[src/rtl/dither_pkg.sv]
// dither_pkg: shared widths, FSM state encoding and the offset clamp used by
// the dither_lockin servo block and its saturating adder.
package dither_pkg;

    localparam int N_B         = 16;
    localparam int SIGNAL_SIZE = 25;
    localparam int N_DIV       = 16;
    localparam int N_ACC       = N_B + N_DIV + 8 + 1;
    // Width of the integrator increment (shifted accumulator minus leak term).
    localparam int B_W         = N_ACC + 1;
    // Width of the pre-clamp sum; wide enough that no increment can wrap.
    localparam int SUM_W       = N_ACC + 2;

    typedef enum logic [1:0] {
        IDLE   = 2'd0,
        RUN    = 2'd1,
        UPDATE = 2'd2
    } state_t;

    localparam logic signed [SUM_W-1:0] OFFSET_MAX = SUM_W'((2 ** (SIGNAL_SIZE - 1)) - 1);
    localparam logic signed [SUM_W-1:0] OFFSET_MIN = -OFFSET_MAX;

    // Symmetric clamp of a wide sum into the offset range.
    function automatic logic signed [SIGNAL_SIZE-1:0] clamp(input logic signed [SUM_W-1:0] x);
        logic signed [SUM_W-1:0] y;
        if (x > OFFSET_MAX) begin
            y = OFFSET_MAX;
        end else if (x < OFFSET_MIN) begin
            y = OFFSET_MIN;
        end else begin
            y = x;
        end
        return SIGNAL_SIZE'(y);
    endfunction

    // True when clamp() would have to limit the value.
    function automatic logic out_of_range(input logic signed [SUM_W-1:0] x);
        return (x > OFFSET_MAX) || (x < OFFSET_MIN);
    endfunction

endpackage

[src/rtl/dither_sat_add.sv]
// dither_sat_add: registered saturating adder that holds the integrated
// offset. On en it stores clamp(a + b) and records whether clamping occurred;
// otherwise both the sum and the sat flag hold their previous values.
module dither_sat_add
    import dither_pkg::*;
(
    input  logic                          clk,
    input  logic                          rst,
    input  logic                          en,
    input  logic signed [SIGNAL_SIZE-1:0] a,
    input  logic signed [B_W-1:0]         b,
    output logic signed [SIGNAL_SIZE-1:0] sum,
    output logic                          sat
);

    logic signed [SUM_W-1:0]       wide_sum;
    logic signed [SIGNAL_SIZE-1:0] sum_d, sum_q;
    logic                          sat_d, sat_q;

    // Sign-extend both operands, add at full width, then clamp when enabled.
    always_comb begin
        wide_sum = SUM_W'(a) + SUM_W'(b);
        sum_d    = sum_q;
        sat_d    = sat_q;
        if (en) begin
            sum_d = clamp(wide_sum);
            sat_d = out_of_range(wide_sum);
        end
    end

    // Offset and sat registers, cleared asynchronously.
    always_ff @(posedge clk or posedge rst) begin
        if (rst) begin
            sum_q <= '0;
            sat_q <= 1'b0;
        end else begin
            sum_q <= sum_d;
            sat_q <= sat_d;
        end
    end

    assign sum = sum_q;
    assign sat = sat_q;

endmodule

[src/rtl/dither_lockin.sv]
// dither_lockin: square-wave dither generator with synchronous lock-in
// demodulation, settle blanking, whole-period averaging and a saturating
// integrator producing the servo offset.
// Optional feature macro: DITHER_LEAK_EN (leaky integrator, bleeds offset by
// offset>>>LEAK_SH at every non-hold update).
module dither_lockin
    import dither_pkg::*;
#(
    parameter int LEAK_SH = 12
) (
    input  logic                          clk,
    input  logic                          rst,
    input  logic signed [N_B-1:0]         e_in,
    input  logic                          DITHon,
    input  logic        [N_DIV-1:0]       half_period,
    input  logic        [N_DIV-1:0]       n_settle,
    input  logic        [7:0]             n_avg,
    input  logic signed [N_B-1:0]         amp,
    input  logic        [4:0]             gain_sh,
    input  logic                          hold,
    output logic signed [N_B-1:0]         mod,
    output logic signed [SIGNAL_SIZE-1:0] offset,
    output logic                          update,
    output logic                          sat
);

`ifdef DITHER_LEAK_EN
    localparam logic LEAK_ON = 1'b1;
`else
    localparam logic LEAK_ON = 1'b0;
`endif

    state_t                  state_d, state_q;
    logic                    phase_d, phase_q;
    logic        [N_DIV-1:0] cnt_d, cnt_q;
    logic        [7:0]       per_d, per_q;
    logic signed [N_ACC-1:0] acc_d, acc_q;
    logic signed [N_B-1:0]   mod_d, mod_q;
    logic                    update_d, update_q;
    logic        [N_DIV-1:0] hp_d, hp_q;
    logic        [N_DIV-1:0] ns_d, ns_q;
    logic        [7:0]       navg_d, navg_q;
    logic signed [N_B-1:0]   amp_d, amp_q;
    logic        [4:0]       gsh_d, gsh_q;

    logic signed [N_ACC-1:0]       e_ext;
    logic signed [N_ACC-1:0]       sample;
    logic                          last_cnt;
    logic                          last_per;
    logic                          wr_en;
    logic signed [B_W-1:0]         shifted;
    logic signed [B_W-1:0]         leak;
    logic signed [B_W-1:0]         step_b;
    logic signed [SIGNAL_SIZE-1:0] offset_w;
    logic                          sat_w;

    // Demodulated sample for this cycle: signed by phase, zero while blanked.
    always_comb begin
        e_ext    = N_ACC'(e_in);
        sample   = '0;
        if (cnt_q >= ns_q) begin
            sample = phase_q ? -e_ext : e_ext;
        end
        last_cnt = (cnt_q == hp_q - N_DIV'(1));
        last_per = (per_q == navg_q - 8'd1);
    end

    // Integrator increment: scaled accumulator, minus the leak term when enabled.
    always_comb begin
        shifted = B_W'(acc_q >>> gsh_q);
        leak    = '0;
        if (LEAK_ON) begin
            leak = B_W'(offset_w >>> LEAK_SH);
        end
        step_b  = shifted - leak;
    end

    // Next-state logic: period sequencing, accumulation, setting latches, mod drive.
    always_comb begin
        state_d  = state_q;
        phase_d  = phase_q;
        cnt_d    = cnt_q;
        per_d    = per_q;
        acc_d    = acc_q;
        mod_d    = mod_q;
        hp_d     = hp_q;
        ns_d     = ns_q;
        navg_d   = navg_q;
        amp_d    = amp_q;
        gsh_d    = gsh_q;
        update_d = 1'b0;
        wr_en    = 1'b0;

        case (state_q)
            IDLE: begin
                acc_d = '0;
                mod_d = '0;
                if (DITHon) begin
                    hp_d    = (half_period < N_DIV'(2)) ? N_DIV'(2) : half_period;
                    ns_d    = n_settle;
                    navg_d  = (n_avg == 8'd0) ? 8'd1 : n_avg;
                    amp_d   = amp;
                    gsh_d   = gain_sh;
                    state_d = RUN;
                    phase_d = 1'b0;
                    cnt_d   = '0;
                    per_d   = '0;
                    mod_d   = amp;
                end
            end
            RUN, UPDATE: begin
                if (state_q == UPDATE) begin
                    acc_d    = sample;
                    update_d = 1'b1;
                    wr_en    = !hold;
                    hp_d     = (half_period < N_DIV'(2)) ? N_DIV'(2) : half_period;
                    ns_d     = n_settle;
                    navg_d   = (n_avg == 8'd0) ? 8'd1 : n_avg;
                    amp_d    = amp;
                    gsh_d    = gain_sh;
                end else begin
                    acc_d = acc_q + sample;
                end
                state_d = RUN;
                if (last_cnt) begin
                    cnt_d   = '0;
                    phase_d = ~phase_q;
                    if (phase_q) begin
                        if (last_per) begin
                            state_d = UPDATE;
                            per_d   = '0;
                        end else begin
                            per_d = per_q + 8'd1;
                        end
                    end
                end else begin
                    cnt_d = cnt_q + N_DIV'(1);
                end
                mod_d = phase_d ? -amp_d : amp_d;
            end
            default: begin
                state_d = IDLE;
            end
        endcase

        if (!DITHon) begin
            state_d  = IDLE;
            phase_d  = 1'b0;
            cnt_d    = '0;
            per_d    = '0;
            acc_d    = '0;
            mod_d    = '0;
            update_d = 1'b0;
            wr_en    = 1'b0;
        end
    end

    // State, counters, accumulator and registered outputs.
    always_ff @(posedge clk or posedge rst) begin
        if (rst) begin
            state_q  <= IDLE;
            phase_q  <= 1'b0;
            cnt_q    <= '0;
            per_q    <= '0;
            acc_q    <= '0;
            mod_q    <= '0;
            update_q <= 1'b0;
            hp_q     <= '0;
            ns_q     <= '0;
            navg_q   <= '0;
            amp_q    <= '0;
            gsh_q    <= '0;
        end else begin
            state_q  <= state_d;
            phase_q  <= phase_d;
            cnt_q    <= cnt_d;
            per_q    <= per_d;
            acc_q    <= acc_d;
            mod_q    <= mod_d;
            update_q <= update_d;
            hp_q     <= hp_d;
            ns_q     <= ns_d;
            navg_q   <= navg_d;
            amp_q    <= amp_d;
            gsh_q    <= gsh_d;
        end
    end

    dither_sat_add u_integrator (
        .clk (clk),
        .rst (rst),
        .en  (wr_en),
        .a   (offset_w),
        .b   (step_b),
        .sum (offset_w),
        .sat (sat_w)
    );

    assign mod    = mod_q;
    assign offset = offset_w;
    assign update = update_q;
    assign sat    = sat_w;

endmodule

[config.mk]
export PLATFORM = sky130hd
export DESIGN_NAME = dither_lockin
export DESIGN_NICKNAME = d
export VERILOG_FILES = /design/src/rtl/dither_pkg.sv /design/src/rtl/dither_sat_add.sv /design/src/rtl/dither_lockin.sv
export SDC_FILE = /design/constraint.sdc
export NUM_CORES = 1
export LEC_CHECK = 0
export ABC_CLOCK_PERIOD_IN_PS = 12550
export CORE_UTILIZATION = 41
export CTS_CLUSTER_SIZE = 30
export DETAILED_ROUTE_END_ITERATION = 8
export SYNTH_ARGS = -nofsm -noshare
export SYNTH_HDL_FRONTEND = slang
export SYNTH_HIERARCHICAL = 1
export SYNTH_SLANG_ARGS = --single-unit
[constraint.sdc]
create_clock -name clk -period 12.55 [get_ports clk]
set_input_delay 3.765 -clock clk [delete_from_list [all_inputs] [get_ports clk]]
set_output_delay 3.765 -clock clk [all_outputs]
set_load 0.01 [all_outputs]
# Yosys cells after proc, flatten, opt, wreduce, memory -nomap -nowiden
# Index checks and enable logic that the tools add are counted.
# word_totals
elab_cells	97
in_bits	81
regBits	172
output_inout_bits	43
# classes
shifts	1
n_bitwise	1
mux	51
n_reduce_logical	9
n_eq_ne	9
add_sub_neg	8
n_lt_le_gt_ge	4
# ops
operator	n
16-bit 2-to-1 mux	12
41-bit 2-to-1 mux	4
16-bit case mux with 2 select lines	5
41-bit case mux with 2 select lines	1
8-bit 2-to-1 mux	7
25-bit 2-to-1 mux	2
25-bit by 42-bit adder with 43-bit output	1
43-bit by 25-bit > comparator with 1-bit output, second input constant	1
43-bit by 25-bit < comparator with 1-bit output, second input constant	1
41-bit by 5-bit >>> shifter with 42-bit output	1
41-bit adder	1
16-bit negation with 41-bit output	1
8-bit case mux with 2 select lines	2
16-bit by 1-bit adder with 16-bit output, second input constant	1
16-bit equality test	1
16-bit greater-or-equal comparator	1
16-bit by 2-bit < comparator with 1-bit output, second input constant	1
16-bit negation	1
16-bit by 1-bit subtractor with 16-bit output, second input constant	1
5-bit 2-to-1 mux	2
5-bit case mux with 2 select lines	1
1-bit 2-to-1 mux	9
8-bit by 1-bit adder with 8-bit output, second input constant	1
8-bit equality test	1
18 further kinds	24

# Longest topological paths before layout
# Gate-level depths: netlist of the first run.
# depth
word_depth	7
depth_mapped	25
mapped_depth_nobuf	21

# By module
# The synthesis of the first run kept the hierarchy.
# modules_own_cells
module	instances	seq_area_each_um2	cells_each	area_per_inst_um2
dither_lockin	1	3653.5	1882	14918.1
dither_sat_add	1	650.6	542	4449.3

# Worst setup path before layout of the first run
# No wires, ideal clock.
# synth_path
kind	in2reg
from	input e_in[11]
to	register acc_q[40]
arrival_ps	7872
setup_ps	126
t_required_ps	12424
path_slack_ps	4552
n_path_buf	5
cell_stages	21
path_cell_list	buf_2 -> or4_1 -> nor4_2 -> and3_1 -> buf_2 -> inv_1 -> buf_2 -> nand2_2 -> clkbuf_1 -> clkbuf_1 -> inv_1 -> ha_1 -> nand2_1 -> o21ai_0 -> a21o_1 -> a21o_1 -> a221o_1 -> a21oi_1 -> mux2i_1 -> a221oi_1 -> a221o_1
# synth_via
elab_chain_len	7
# synth_rtl
item	line	rtl
from (decl)	dither_lockin.sv:13	input logic signed [N_B-1:0] e_in,
16-bit negation with 41-bit output	dither_lockin.sv:62	sample = phase_q ? -e_ext : e_ext;
41-bit 2-to-1 mux (*)	dither_lockin.sv:62	
41-bit 2-to-1 mux (*)	dither_lockin.sv:61	if (cnt_q >= ns_q) begin
41-bit adder	dither_lockin.sv:122	acc_d = acc_q + sample;
41-bit 2-to-1 mux (*)	dither_lockin.sv:112	if (state_q == UPDATE) begin
41-bit case mux with 2 select lines (*)	dither_lockin.sv:94	case (state_q)
41-bit 2-to-1 mux (*)	dither_lockin.sv:146	if (!DITHon) begin
to (signal assigned)	dither_lockin.sv:165	acc_q <= '0;
to (signal assigned)	dither_lockin.sv:178	acc_q <= acc_d;
to (decl)	dither_lockin.sv:37	logic signed [N_ACC-1:0] acc_d, acc_q;
# Every way passes the cells marked *; elsewhere a longest branch is shown, timed or not.
# A chain may end at the register's enable or synchronous reset.

# Worst setup path after layout of the first run
# layout_path
from	input e_in[5]
to	register acc_q[37]
# Same word-level chain as after synthesis.

==> flow_summary.json, run 1 <==
{
  "status": "finished, final reports clean",
  "worstSetupEndpointType": "register",
  "syn_area_sq_mm": 0.01937,
  "p_comb_share_pct": 33.0,
  "cp.required_ns": 12.95,
  "finalSetupViolations": 0,
  "numPortBuffers": 123,
  "drtIter0Drc": 1763,
  "gr-total-overflow": 0,
  "setup_tns_ns": 0,
  "dr.pass1.iters": 7,
  "rows": 79,
  "ys_seq_area_share_pct": 22.22,
  "grt_max_degree": 93,
  "gp_congestion": 0.9636,
  "path_class": "primary input to register",
  "clk_latency_ns": 0.49,
  "wl_mm": 59.77,
  "clock.fmax_ghz": 0.1122,
  "crit-reg2reg-launch": "gsh_q[1]",
  "fin_ws_ns": 3.641,
  "max-vdd-ir-drop_mv": 0.09393,
  "hpwl_mm": 44.97,
  "detail-route-antenna-nets": 0,
  "arrival_ns": 9.31,
  "wl_per_cell_um": 19.67,
  "final_common_cell": "nand2_1",
  "grt_pass1_vias": 17720,
  "synth_fa_ha_area_share_pct": 6.344,
  "synthCells": 2424,
  "antenna_found_initial": 0,
  "p_sw_mw": 0.6958,
  "synth_top_family_by_area": "compound AO/OA/AOI/OAI gates",
  "hold_buffers": 0,
  "area_delta_synth_final_pct": 10.38,
  "yosysTopAreaCell": "dfrtp_1",
  "tightest_slew_ns": 1.121,
  "p_leak_nw": 8.901,
  "drc": 0,
  "final-hold-violation-count": 0,
  "coreArea_sq_mm": 0.04656,
  "worstSetupStartpointType": "primary input",
  "ys_top_cells_by_area": "dfrtp_1 22%, ha_1 5.7%, nand2_1 5.2%",
  "drv_slew": 0,
  "syn_nets": 2596,
  "final_nets": 2591,
  "nFillCells": 4567,
  "start_util_pct": 41.60,
  "seqPwrFrac_pct": 36.4,
  "clockBufferDepth": 2,
  "synth-seq-cells": 172,
  "finClkSkew_ns": 0.01803,
  "switching_share_pct": 38.15,
  "cts_resized": 0,
  "numCtsBuffers": 17,
  "die_h_um": 219.3,
  "finalCriticalPeriod_ns": 8.909,
  "die_area_sq_mm": 0.04811,
  "post-place-ws_ns": 3.171,
  "synth-simple-area-share_pct": 22.66,
  "diodes": 0,
  "vias_per_cell": 6.149,
  "register_area_sq_mm": 0.004308,
  "worstHoldStart": "u_integrator/sat",
  "synth_xor_area_share_pct": 6.564,
  "clockRootBuffer": "clkbuf_16",
  "multiInputGateArea_sq_mm": 0.01402,
  "post-route-period-util_pct": 70.99,
  "clk_pin_slew_ns": 0.08,
  "yosys_warnings": 6,
  "grt_usage_pct": 25.11,
  "crit_fanout": 15,
  "synth.top_cell.area_share_pct": 22.22,
  "cts_tree": "done",
  "final_cell_mix": "269 x nand2_1, 194 x o21ai_0, 180 x nor2_1",
  "avgSynthCellArea_sq_um": 7.990,
  "max_cap_violations": 0,
  "p_clk_share_pct": 30.6,
  "muxShareOfSynthArea_pct": 10.25,
  "postCtsSetupBuffers": 0,
  "ys_types": 126,
  "power_density_mw_per_mm2": 85.32,
  "slew-limit-headroom_pct": 25.26,
  "fp.dieW_um": 219.3,
  "cts_sinks": 172,
  "grt_pass1_wl_mm": 96.34,
  "rsz0062_at_grt": "no",
  "min_path_type": "register to register",
  "synthArstFlopShare_pct": 100.0,
  "drive_above_1_share_pct": 9.128,
  "htreeDepth": 4,
  "synth_edf_count": 0,
  "synth-main-ff-cell": "dfrtp_1",
  "vias": 18690,
  "io_pins": 124,
  "synth-compound-area-share_pct": 26.46,
  "crit_start": "e_in[5]",
  "p_int_mw": 1.128
}
-- critical path: stages --
cell             delay (ns)
clkdlybuf4s50_1        0.65
or4_1                  0.83
nor3_2                 0.30
nand2_1                0.31
nand2_1                0.51
inv_1                  0.35
ha_1                   0.52
o21ai_0                0.12
or4_1                  0.41
a2bb2oi_1              0.20
a41oi_1                0.07
o21ai_0                0.19
a21oi_1                0.09
o21a_1                 0.15
nor3_1                 0.24
mux2_2                 0.36
a211oi_1               0.22
-- kinds of logic after synthesis --
group                    count (synthesis)
AND/OR/NAND/NOR                        858
buffers and inverters                  254
AO/OA/AOI/OAI                          746
adder cells (fa/ha/maj)                 98
XOR/XNOR                               137
flip-flops                             172
multiplexers                           159
-- registers in the layout (all words and copies together), names as in the netlist --
| name | flops |
|---|---|
| acc_q | 41 |
| navg_q | 8 |
| update | 1 |
| cnt_q | 16 |
| mod | 16 |
| gsh_q | 5 |
| hp_q | 16 |
| ns_q | 16 |
| per_q | 8 |
| amp_q | 16 |
| u_integrator/sum | 25 |
| phase_q | 1 |
| state_q | 2 |
| u_integrator/sat | 1 |
-- metrics by stage --
stage | std cells | util (%) | power [mW] | hold slack, ns | cell area [sq um]
3_5_place_dp | 3007 | 44.66 | 1.270 | 0.4830 | 20790
6_report | 3039 | 45.92 | 1.824 | 0.5020 | 21380
3_3_place_gp | 3007 | 44.66 | 1.258 | 0.4754 | 20790
2_1_floorplan | 2424 | - | 1.112 | 0.4732 | 19370
5_1_grt | 3039 | 45.92 | 1.932 | 0.5100 | 21380
4_1_cts | 3039 | 45.92 | 1.838 | 0.4995 | 21380
-- area by class of cell --
cell class,count,share of cell area [%]
clock buffer,18,2.007
clock inverter,14,0.7316
inverter,89,1.586
multi-input combinational,1998,65.58
sequential,172,20.15
tap,607,3.553
timing repair buffer,141,6.391
-- power by group through the flow --
stage	Combinational [mW]	Sequential [mW]	Clock, mW
6_report	0.601	0.664	0.559
5_1_grt	0.663	0.675	0.594
4_1_cts	0.599	0.663	0.576
3_5_place_dp	0.596	0.674	0
3_3_place_gp	0.586	0.672	0
2_1_floorplan	0.473	0.638	0
-- path summary, 6_finish.rpt --
check | cells past startpoint | slack (ns) | to
worst max-delay path | 17 | 3.64 | acc_q[37]
worst min-delay path | 1 | 0.50 | u_integrator/sat
worst max register to register | 19 | 6.03 | u_integrator/sum[0]
worst min register to register | 1 | 0.50 | u_integrator/sat
max in group asynchronous | 3 | 7.36 | gsh_q[4]
min in group asynchronous | 2 | 3.84 | acc_q[0]
-- cells in the mapped netlist, drive strengths merged (16+ instances only) --
master,count
nor2b,49
nand2,270
and2,23
o21ai,214
o31ai,26
nand3,49
clkbuf,113
a21o,44
o211ai,25
or3,24
xnor2,82
inv,85
dfrtp,172
nand4,36
mux4,26
ha,89
a21oi,162
o21a,18
buf,52
mux2,52
nor4,27
and3,33
xor2,51
nand2b,32
o22a,16
nor2,182
a31oi,43
mux2i,81
a311o,19
a211oi,20
nor3,66
-- per-layer routing --
| layer | global-route usage (%) | routed length (um) | vias up |
|---|---|---|---|
| met4 | 6.620 | 896 | 0 |
| met2 | 40.64 | 27840 | 516 |
| met1 | 34.76 | 28440 | 9132 |
| met3 | 3.576 | 2587 | 53 |
| li1 | - | - | 8985 |
| met5 | 0 | 0 | - |
(Power assumes the default switching activity.)
==> inputs of run 2 (changes only) <==
- ABC_CLOCK_PERIOD_IN_PS: 12550 -> 8900
- clock period: 12.55 -> 8.9 ns (I/O delays scaled with it)
==> run 2 against run 1 <==
Effect of this change: largest power group unchanged; clock power grew 39%; first-iteration DRC count shrank 2.2%; combinational power grew 42%; die area is the same.
==> flow_summary.json, run 2 (synthesis gave the netlist of run 1 again) <==
{
  "start_util_pct": 41.60,
  "final_cell_mix": "269 x nand2_1, 194 x o21ai_0, 180 x nor2_1",
  "finalCriticalPeriod_ns": 7.591,
  "post-route-period-util_pct": 85.29,
  "crit-reg2reg-launch": "gsh_q[0]",
  "largest_reg_flops": 41,
  "vias_per_cell": 6.110,
  "worstHoldStart": "mod[2]",
  "hpwl_mm": 46.06,
  "coreArea_sq_mm": 0.04656,
  "finalSetupViolations": 0,
  "crit_fanout": 15,
  "antenna_found_initial": 1,
  "io_pins": 124,
  "clk_pin_slew_ns": 0.07,
  "power_density_mw_per_mm2": 119.9,
  "crit-reg2reg-capture": "u_integrator/sum[0]",
  "htreeDepth": 4,
  "final_common_cell": "nand2_1",
  "fp.dieW_um": 219.3,
  "final_nets": 2594,
  "hold_buffers": 0,
  "detail-route-antenna-nets": 0,
  "dr.pass1.iters": 6,
  "setup_tns_ns": 0,
  "clk_latency_ns": 0.50,
  "clockBufferDepth": 2,
  "post-place-ws_ns": 0.9010,
  "p_leak_nw": 8.915,
  "vias": 18590,
  "regMostFlops": "acc_q",
  "r2r.worst_path.cells": 19,
  "slew-limit-headroom_pct": 20.87,
  "drive_above_1_share_pct": 9.281,
  "diodes": 0,
  "grt_max_degree": 78,
  "cts_resized": 0,
  "drv_slew": 0,
  "finClkSkew_ns": 0.01102,
  "area_delta_synth_final_pct": 10.58,
  "worstSetupStartpointType": "primary input",
  "grt_pass1_vias": 17360,
  "postCtsSetupBuffers": 0,
  "min_path_type": "register to register",
  "worstSetupEndpointType": "register",
  "rsz0062_at_grt": "no",
  "fin_ws_ns": 1.309,
  "wl_per_cell_um": 19.96,
  "cts_tree": "done",
  "grt_usage_pct": 25.37,
  "drtIter0Drc": 1725,
  "numCtsBuffers": 17,
  "ff2ff_setup_slack_ns": 2.44,
  "gr-total-overflow": 0,
  "numPortBuffers": 123,
  "path_class": "primary input to register",
  "rows": 79,
  "clock.fmax_ghz": 0.1317,
  "max_cap_violations": 0,
  "gp_congestion": 0.9720,
  "cts_sinks": 172,
  "hold_depth": 2,
  "min_to": "mod[2]",
  "tightest_slew_ns": 1.187,
  "die_area_sq_mm": 0.04811,
  "arrival_ns": 7.99,
  "cp.required_ns": 9.30,
  "die_h_um": 219.3,
  "final-hold-violation-count": 0,
  "drc": 0,
  "max-vdd-ir-drop_mv": 0.1623,
  "status": "finished, final reports clean",
  "wl_mm": 60.71,
  "grt_pass1_wl_mm": 96.77,
  "clockRootBuffer": "clkbuf_16"
}
## run 2: critical path, cell delays in order
cell and delay (ns):
clkdlybuf4s50_1 0.63, or4_1 0.82, nor3_2 0.32, nand2_1 0.33, nand2_1 0.14, buf_4 0.22
inv_1 0.24, ha_1 0.50, o21ai_0 0.11, or4_1 0.41, a2bb2oi_1 0.22, a41oi_1 0.07
o21ai_0 0.20, a21oi_1 0.09, o21a_1 0.16, nor3_1 0.25, mux2_2 0.37, a211oi_1 0.21
## run 2: layout make-up
type                            instances  area [sq um]
Fill cell                            4645         25140
Tap cell                              607         759.5
Inverter                               89         339.1
Sequential cell                       172          4308
Clock inverter                         15         175.2
Timing Repair Buffer                  144          1389
Clock buffer                           17         425.4
Multi-Input combinational cell       1998         14020
## run 2: power breakdown
part / switching (mW) / internal, mW
Clock: 0.403 / 0.376
Sequential: 0.0929 / 0.842
Combinational: 0.503 / 0.351
## run 2: worst max-delay path by stage
stage                     startpoint        end  cells after the start
after detailed placement     e_in[5]  acc_q[37]                     18
after global placement       e_in[5]  acc_q[37]                     18
final                        e_in[5]  acc_q[37]                     18
after floorplan             e_in[11]  acc_q[40]                     21
after global routing         e_in[5]  acc_q[37]                     18
after CTS                    e_in[5]  acc_q[37]                     18
## run 2: layer usage
metal	track usage (%)	vias up	wire length, um	part of all wire [%]
met5	0	-	13	0.021
met4	6.644	2	1072	1.8
met3	3.479	73	2762	4.5
met2	40.00	494	27560	45
met1	36.11	9020	29300	48
li1	-	8999	-	-
## run 2: through the flow
step | total power, mW | cells | util [%] | instance area [sq um] | hold WS, ns
after floorplan | 1.568 | 2424 | - | 19370 | 0.4732
after global placement | 1.779 | 3010 | 44.71 | 20820 | 0.4689
after detailed placement | 1.795 | 3010 | 44.71 | 20820 | 0.4831
after CTS | 2.584 | 3042 | 46.00 | 21420 | 0.5049
after global routing | 2.716 | 3042 | 46.00 | 21420 | 0.5265
final | 2.568 | 3042 | 46.00 | 21420 | 0.5022
==> inputs of run 3 (changes only) <==
- CAP_MARGIN: unset -> 10
==> results of run 3 <==
Final layout, timing and power as in run 2 (identical DEF).
